==> src/rtl/mem_access_pkg.sv <==
`default_nettype none
// ============================================================================
// Module      : mem_access_pkg
// Description : Shared opcodes, WB select codes and FSM state encoding for the
//               memory stage of the 16-bit pipeline.
// Revision    : 1.0 - initial release
// ============================================================================
package mem_access_pkg;

    // Memory operation codes carried from the execute stage
    localparam logic [2:0] MEM_NONE = 3'd0;
    localparam logic [2:0] MEM_LW   = 3'd1;
    localparam logic [2:0] MEM_SW   = 3'd2;
    localparam logic [2:0] MEM_LM   = 3'd3;
    localparam logic [2:0] MEM_SM   = 3'd4;

    // Write-back mux selects that route memory data
    localparam logic [1:0] SEL_MEM   = 2'b00;
    localparam logic [1:0] R7SEL_MEM = 2'b01;

    typedef enum logic [1:0] {
        IDLE   = 2'd0,
        SINGLE = 2'd1,
        MULTI  = 2'd2
    } state_t;

    function automatic logic is_single_op(input logic [2:0] op);
        return (op == MEM_LW) || (op == MEM_SW);
    endfunction

    function automatic logic is_multi_op(input logic [2:0] op);
        return (op == MEM_LM) || (op == MEM_SM);
    endfunction

endpackage
`default_nettype wire

==> src/rtl/mem_access_lowest_set_bit8.sv <==
`default_nettype none
// ============================================================================
// Module      : lowest_set_bit8
// Description : Combinational priority encoder returning the index of the
//               lowest set bit of an 8-bit mask plus an any-bit-set flag.
// Revision    : 1.0 - initial release
// ============================================================================
module lowest_set_bit8 (
    input  logic [7:0] i_mask,
    output logic [2:0] o_idx,
    output logic       o_any
);

    // Scan from the top down so the lowest set bit is the last one to win
    always_comb begin
        o_idx = 3'd0;
        for (int i = 7; i >= 0; i--) begin
            if (i_mask[i]) begin
                o_idx = 3'(i);
            end
        end
    end

    assign o_any = |i_mask;

endmodule
`default_nettype wire

==> src/rtl/mem_access.sv <==
`default_nettype none
// ============================================================================
// Module      : mem_access
// Description : Memory stage. Runs LW/SW and LM/SM transfers against a
//               req/ready data memory, stalls upstream while busy and
//               registers all write-back operands for the WB stage.
// Revision    : 1.0 - initial release
// ============================================================================
module mem_access
    import mem_access_pkg::*;
#(
    parameter int NREGS = 8,
    parameter int IDX_W = 3
) (
    input  logic             clk,
    input  logic             reset,
    input  logic             exValid,
    input  logic [2:0]       exMemOp,
    input  logic [15:0]      exALUOut,
    input  logic [15:0]      exStoreData,
    input  logic [NREGS-1:0] exMask,
    input  logic [IDX_W-1:0] exDestReg,
    input  logic             exRegWrite,
    input  logic             exR7Write,
    input  logic [1:0]       exRegSelect,
    input  logic [1:0]       exR7Select,
    input  logic [15:0]      exImm970,
    input  logic [15:0]      exPCImmInc,
    input  logic [15:0]      exPCInc,
    output logic             stall,
    output logic             memReq,
    output logic             memWe,
    output logic [15:0]      memAddr,
    output logic [15:0]      memWData,
    input  logic [15:0]      memRData,
    input  logic             memReady,
    output logic [IDX_W-1:0] smRegAddr,
    input  logic [15:0]      smRegData,
    output logic             wbValid,
    output logic             wbRegWrite,
    output logic             wbR7Write,
    output logic [IDX_W-1:0] wbRegAddr,
    output logic [1:0]       wbRegSelect,
    output logic [1:0]       wbR7Select,
    output logic [15:0]      wbMemData,
    output logic [15:0]      wbALUOut,
    output logic [15:0]      wbImm970,
    output logic [15:0]      wbPCImmInc,
    output logic [15:0]      wbPCInc
);

    state_t             r_state;
    state_t             w_next;

    logic [2:0]         r_op;
    logic [15:0]        r_addr;       // single-op address, or running LM/SM address
    logic [15:0]        r_aluOut;
    logic [15:0]        r_storeData;
    logic [NREGS-1:0]   r_mask;       // LM/SM registers still to transfer
    logic [IDX_W-1:0]   r_destReg;
    logic               r_regWrite;
    logic               r_r7Write;
    logic [1:0]         r_regSelect;
    logic [1:0]         r_r7Select;
    logic [15:0]        r_imm970;
    logic [15:0]        r_pcImmInc;
    logic [15:0]        r_pcInc;

    logic [IDX_W-1:0]   w_idx;
    logic               w_any;
    logic [NREGS-1:0]   w_maskNext;
    logic               w_xfer;
    logic               w_exIsMem;
    logic               w_exPassThru;
    logic               w_idxIsR7;

    lowest_set_bit8 u_lsb (
        .i_mask (r_mask),
        .o_idx  (w_idx),
        .o_any  (w_any)
    );

    assign w_maskNext   = r_mask & ~({{(NREGS-1){1'b0}}, 1'b1} << w_idx);
    assign w_xfer       = memReq & memReady;
    assign w_exIsMem    = is_single_op(exMemOp) | is_multi_op(exMemOp);
    // Non-memory ops and empty-mask LM/SM retire straight from IDLE
    assign w_exPassThru = !is_single_op(exMemOp) && !(is_multi_op(exMemOp) && (|exMask));
    assign w_idxIsR7    = (w_idx == IDX_W'(NREGS - 1));
    assign stall        = (r_state != IDLE);

    // State register
    always_ff @(posedge clk) begin
        if (reset) begin
            r_state <= IDLE;
        end else begin
            r_state <= w_next;
        end
    end

    // Next-state decode and memory/register-file request outputs
    always_comb begin
        w_next    = r_state;
        memReq    = 1'b0;
        memWe     = 1'b0;
        memAddr   = 16'd0;
        memWData  = 16'd0;
        smRegAddr = '0;
        case (r_state)
            IDLE: begin
                if (exValid && !w_exPassThru) begin
                    w_next = is_single_op(exMemOp) ? SINGLE : MULTI;
                end
            end
            SINGLE: begin
                memReq   = 1'b1;
                memAddr  = r_addr;
                memWe    = (r_op == MEM_SW);
                memWData = r_storeData;
                if (memReady) begin
                    w_next = IDLE;
                end
            end
            MULTI: begin
                memReq  = w_any;
                memAddr = r_addr;
                memWe   = w_any && (r_op == MEM_SM);
                if (r_op == MEM_SM) begin
                    smRegAddr = w_idx;
                    memWData  = smRegData;
                end
                if (!w_any || (memReady && (w_maskNext == '0))) begin
                    w_next = IDLE;
                end
            end
            default: w_next = IDLE;
        endcase
    end

    // Field capture, LM/SM progress and write-back register loading
    always_ff @(posedge clk) begin
        if (reset) begin
            r_op        <= MEM_NONE;
            r_addr      <= 16'd0;
            r_aluOut    <= 16'd0;
            r_storeData <= 16'd0;
            r_mask      <= '0;
            r_destReg   <= '0;
            r_regWrite  <= 1'b0;
            r_r7Write   <= 1'b0;
            r_regSelect <= 2'd0;
            r_r7Select  <= 2'd0;
            r_imm970    <= 16'd0;
            r_pcImmInc  <= 16'd0;
            r_pcInc     <= 16'd0;
            wbValid     <= 1'b0;
            wbRegWrite  <= 1'b0;
            wbR7Write   <= 1'b0;
            wbRegAddr   <= '0;
            wbRegSelect <= 2'd0;
            wbR7Select  <= 2'd0;
            wbMemData   <= 16'd0;
            wbALUOut    <= 16'd0;
            wbImm970    <= 16'd0;
            wbPCImmInc  <= 16'd0;
            wbPCInc     <= 16'd0;
        end else begin
            wbValid <= 1'b0;
            case (r_state)
                IDLE: begin
                    if (exValid) begin
                        r_op        <= exMemOp;
                        r_addr      <= exALUOut;
                        r_aluOut    <= exALUOut;
                        r_storeData <= exStoreData;
                        r_mask      <= exMask;
                        r_destReg   <= exDestReg;
                        r_regWrite  <= exRegWrite;
                        r_r7Write   <= exR7Write;
                        r_regSelect <= exRegSelect;
                        r_r7Select  <= exR7Select;
                        r_imm970    <= exImm970;
                        r_pcImmInc  <= exPCImmInc;
                        r_pcInc     <= exPCInc;
                        if (w_exPassThru) begin
                            wbValid     <= 1'b1;
                            wbRegWrite  <= w_exIsMem ? 1'b0 : exRegWrite;
                            wbR7Write   <= w_exIsMem ? 1'b0 : exR7Write;
                            wbRegAddr   <= exDestReg;
                            wbRegSelect <= exRegSelect;
                            wbR7Select  <= exR7Select;
                            wbALUOut    <= exALUOut;
                            wbImm970    <= exImm970;
                            wbPCImmInc  <= exPCImmInc;
                            wbPCInc     <= exPCInc;
                        end
                    end
                end
                SINGLE: begin
                    if (memReady) begin
                        wbValid     <= 1'b1;
                        wbRegWrite  <= (r_op == MEM_SW) ? 1'b0 : r_regWrite;
                        wbR7Write   <= (r_op == MEM_SW) ? 1'b0 : r_r7Write;
                        wbRegAddr   <= r_destReg;
                        wbRegSelect <= r_regSelect;
                        wbR7Select  <= r_r7Select;
                        wbALUOut    <= r_aluOut;
                        wbImm970    <= r_imm970;
                        wbPCImmInc  <= r_pcImmInc;
                        wbPCInc     <= r_pcInc;
                        if (r_op == MEM_LW) begin
                            wbMemData <= memRData;
                        end
                    end
                end
                MULTI: begin
                    if (w_xfer) begin
                        r_mask      <= w_maskNext;
                        r_addr      <= r_addr + 16'd1;
                        wbValid     <= 1'b1;
                        wbALUOut    <= r_aluOut;
                        wbImm970    <= r_imm970;
                        wbPCImmInc  <= r_pcImmInc;
                        wbPCInc     <= r_pcInc;
                        wbRegAddr   <= w_idx;
                        if (r_op == MEM_LM) begin
                            wbRegWrite  <= 1'b1;
                            wbRegSelect <= SEL_MEM;
                            wbMemData   <= memRData;
                            wbR7Write   <= w_idxIsR7;
                            wbR7Select  <= w_idxIsR7 ? R7SEL_MEM : r_r7Select;
                        end else begin
                            wbRegWrite  <= 1'b0;
                            wbR7Write   <= 1'b0;
                        end
                    end
                end
                default: ;
            endcase
        end
    end

endmodule
`default_nettype wire

==> config.mk <==
export PLATFORM = sky130hd
export DESIGN_NAME = mem_access
export DESIGN_NICKNAME = d
export VERILOG_FILES = /design/src/rtl/mem_access_pkg.sv /design/src/rtl/mem_access_lowest_set_bit8.sv /design/src/rtl/mem_access.sv
export SDC_FILE = /design/constraint.sdc
export NUM_CORES = 1
export LEC_CHECK = 0
export CAP_MARGIN = 10
export CORE_UTILIZATION = 44
export CTS_CLUSTER_DIAMETER = 120
export DETAILED_ROUTE_END_ITERATION = 6
export PLACE_DENSITY = 0.8
export SLEW_MARGIN = 30
export SYNTH_ARGS = -nofsm -noshare
export SYNTH_HDL_FRONTEND = slang
export SYNTH_SLANG_ARGS = --single-unit
==> constraint.sdc <==
create_clock -name clk -period 2.2 [get_ports clk]
set_input_delay 0.22 -clock clk [delete_from_list [all_inputs] [get_ports clk]]
set_output_delay 0.22 -clock clk [all_outputs]
set_load 0.01 [all_outputs]
==> flow_summary_export.csv <==
group,metric,value,unit
grt,grt_max_degree,95,
floorplan,core,0.02115,mm²
worst_setup_path,cp_num_buf_inv,5,
worst_setup_path,worstSetupPathType,"reg2out",
floorplan,dieArea,0.02231,mm²
route,wirelength,32130,µm
pwr,power_density,786.6,mW/mm²
floorplan,row_count,53,
worst_setup_path,crit_required,1.98,ns
timing,worst_pin_slew,0.6960,ns
floorplan,ioPinCount,264,
floorplan,start_util,45.17,%
synthesis,yosysSeqAreaShare,43.58,%
timing,fin_crit,2.359,ns
timing,fmax,424.0,MHz
outcome,violations,"setup timing",
floorplan,die_w,149.4,µm
timing,relSlewSlack,53.60,%
grt,grt_overflow,0,
worst_hold_path,hold_class,"in2reg",
synthesis,netlist_top_cells_count,"nand2_1, dfxtp_1, a21oi_1, mux2i_1, clkbuf_1",
route,drtIter0Drc,830,
layout,layout-drive-gt1-share,17.27,%
worst_setup_path,cpMostUsedCell,"buf_12",
timing,setup_viol,18,
synthesis,synth_cell_types,67,
grt,grt_usage,27.00,%
timing,drv_slew,0,
synthesis,synthArstFlopShare,0,%
placed_design,portBuffers,263,
worst_setup_path,path_max_fanout,4,
synthesis,syn_area,0.009555,mm²
route,first_pass_iters,5,
worst_setup_path,crit_arrival,2.14,ns
clocking,cts_buffer_depth,3,
synthesis,yosys_warnings,0,
route,routedWlPerCell,19.10,µm
timing,hold_viol,0,
synthesis,synthFlopType,"dfxtp_1",
placed_design,dpl_cell_area,0.01279,mm²
pwr,power.switching,3.220,mW
placed_design,dp_slack,-0.4590,ns
worst_setup_path,end_kind,"primary output",
worst_hold_path,holdCritStartpoint,"reset",
worst_setup_path,crit_chain,"inv_2, ha_4, nand2_4, nor4_4, buf_4, buf_12, buf_12, a22o_1, buf_2",
synthesis,synth_area_leaders,"dfxtp_1, mux2i_1, nand2_1",
synthesis,synth_nets,1261,
timing,finClkSkew,0.01514,ns
grt,antenna_found_initial,0,
grt,grt_pass1_wl,48440,µm
clocking,clk_latency,0.51,ns
placed_design,gp_congestion,0.8762,
timing,setup_ws,-0.1587,ns
pwr,comb_power_share,26.3,%
pwr,netSwitchingFraction,29.15,%
worst_setup_path,r2r-start,"r_mask[3]",
flow_run,max_cap_viol_count,0,
timing,post-route-period-util,107.2,%
clocking,cts_tree,"done",
synthesis,synth_seq_cells,208,
floorplan,die_h,149.4,µm
route,vias,9778,
synthesis,yosysMostFrequentCell,"nand2_1",
synthesis,synth_top_area_share,43.58,%
clocking,clk_pin_slew,0.06,ns
placed_design,dp_hpwl,20530,µm
worst_setup_path,critPathMaxStageDelay,0.36,ns
route,remaining_drc_errors,0,
pwr,pwr-share-seq,39.5,%
layout,finalInstanceArea,0.01404,mm²
pwr,p_clk_share,34.2,%
pwr,ir_worst_vdd,0.5539,mV
outcome,status,"finished with violations",
grt,grt_pass1_vias,9054,
layout,finish.net_count,1536,
clocking,h-tree-depth,1,
layout,area_growth,46.97,%
layout,fin_util,66.39,%
synthesis,syn_area_per_cell,8.532,µm²
worst_setup_path,crit_family,"buffers and inverters",
layout,antenna_cells,0,
clocking,clock-sinks,208,
timing,rsz0062_at_grt,"yes",
synthesis,synth_edf_count,0,
worst_setup_path,start_kind,"flop",
pwr,p_total,11.05,mW
grt,grt_most_used_layer,"met2",
clocking,cts-root-buf,"clkbuf_16",
grt,gr-usage-met2,44.47,%
route,via_per_inst,5.813,
route,antenna_left,0,
worst_setup_path,critPathLaunch,"r_state[1]",
worst_setup_path,slowest_stage,"dfxtp_4",
grt,grtUsageMet1,35.45,%
grt,grt_use_met3,5.046,%
pwr,internal-power,7.827,mW
clocking,cts_buffers,23,
synthesis,synthCells,1120,
pwr,total_leakage_power,5.316,nW
synthesis,synth_area_leader_cell,"dfxtp_1",
## power groups by stage
stage | sequential, mW | clock [mW] | combinational, mW
after floorplan | 4.49 | 0 | 1.32
after global placement | 4.42 | 0 | 2.52
after detailed placement | 4.43 | 0 | 2.58
after CTS | 4.36 | 3.82 | 2.62
after global routing | 4.40 | 3.98 | 3.10
final | 4.37 | 3.77 | 2.91
## worst register-to-register path: cells and delay by family (launching register included)
kind / cells / cell delay (ns)
and+or+nand+nor: 3 / 0.78
AOI/OAI and AO/OA: 2 / 0.52
DFF: 1 / 0.32
buffers and inverters: 3 / 0.48
## cells by family (layout without fill, tap and decap cells)
logic type / count (synthesis) / after routing / share of synthesized area, %
xor+xnor: 1 / 1 / 0.09168
fa+ha+maj: 6 / 6 / 0.7595
simple gates: 352 / 352 / 15.96
mux: 87 / 87 / 9.127
flops: 208 / 208 / 43.58
compound gates: 352 / 352 / 25.40
buf+inv: 114 / 401 / 5.081
## area by class of cell
type,instances,area (µm²)
multi-input cells,798,5238
flip-flops and latches,208,4170
fillers,1656,7111
clock inverters,6,80.08
repair buffers,354,3526
clock buffers,31,645.6
inverters,10,40.04
well taps,275,344.1
## flip-flops by register name (all words and copies together), names as in the netlist, 2 cells and up
name         flops
r_storeData     16
wbALUOut        16
r_pcInc         16
wbR7Select       2
r_pcImmInc      16
r_regSelect      2
wbPCImmInc      16
r_r7Select       2
r_op             3
r_aluOut        16
wbImm970        16
r_state          2
r_imm970        16
r_destReg        3
r_addr          16
wbRegAddr        3
r_mask           8
wbMemData       16
wbPCInc         16
wbRegSelect      2
## worst paths after layout
path,slack [ns],to,cells past startpoint
max reg2reg,0,wbRegSelect[1],8
min reg2reg,0.45,r_regSelect[0],2
max,-0.16,memWData[6],9
min,0.11,r_regSelect[0],2
## per-layer routing
metal / share of wire [%] / wire (µm) / vias up
met5: 0 / 0 / -
met4: 3.5 / 1123 / 0
met3: 8.0 / 2580 / 81
met2: 47 / 15130 / 452
met1: 41 / 13300 / 4647
li1: - / - / 4598
## layout by cell type, fill, tap and decap left out, types with 4 or more instances in the layout
master / count
a211oi_1: 21
a211oi_2: 50
a21oi_1: 123
a221oi_1: 5
a22o_1: 17
a31oi_1: 67
and2_1: 20
and3_1: 5
buf_12: 16
buf_2: 19
buf_4: 58
buf_6: 15
clkbuf_1: 4
clkbuf_16: 27
clkbuf_2: 4
clkbuf_8: 4
clkdlybuf4s15_1: 8
clkdlybuf4s50_1: 225
clkinv_2: 4
dfxtp_1: 205
inv_1: 8
mux2i_1: 86
nand2_1: 212
nand2b_1: 4
nand3_1: 12
nor2_1: 47
nor3_1: 14
nor4_1: 7
o21ai_0: 14
o31ai_1: 4
o32ai_1: 4
## what timing repair did
item	in CTS	in global routing
pin swaps	5	12
endpoints found under the setup margin	43	132
buffers inserted	10	9
gates cloned	1	6
hold buffers	0	0
resized for setup	123	88
## per-stage QoR
| step | std cells | setup TNS, ns | hold WS (ns) |
|---|---|---|---|
| after floorplan | 1120 | 0 | 0.3560 |
| after global placement | 1619 | -22.45 | 0.4396 |
| after detailed placement | 1619 | -27.24 | 0.4423 |
| after CTS | 1667 | -4.325 | 0.08926 |
| after global routing | 1682 | -3.440 | 0.1195 |
| final | 1682 | -1.651 | 0.1102 |
Power figures use the tool's default switching activity.
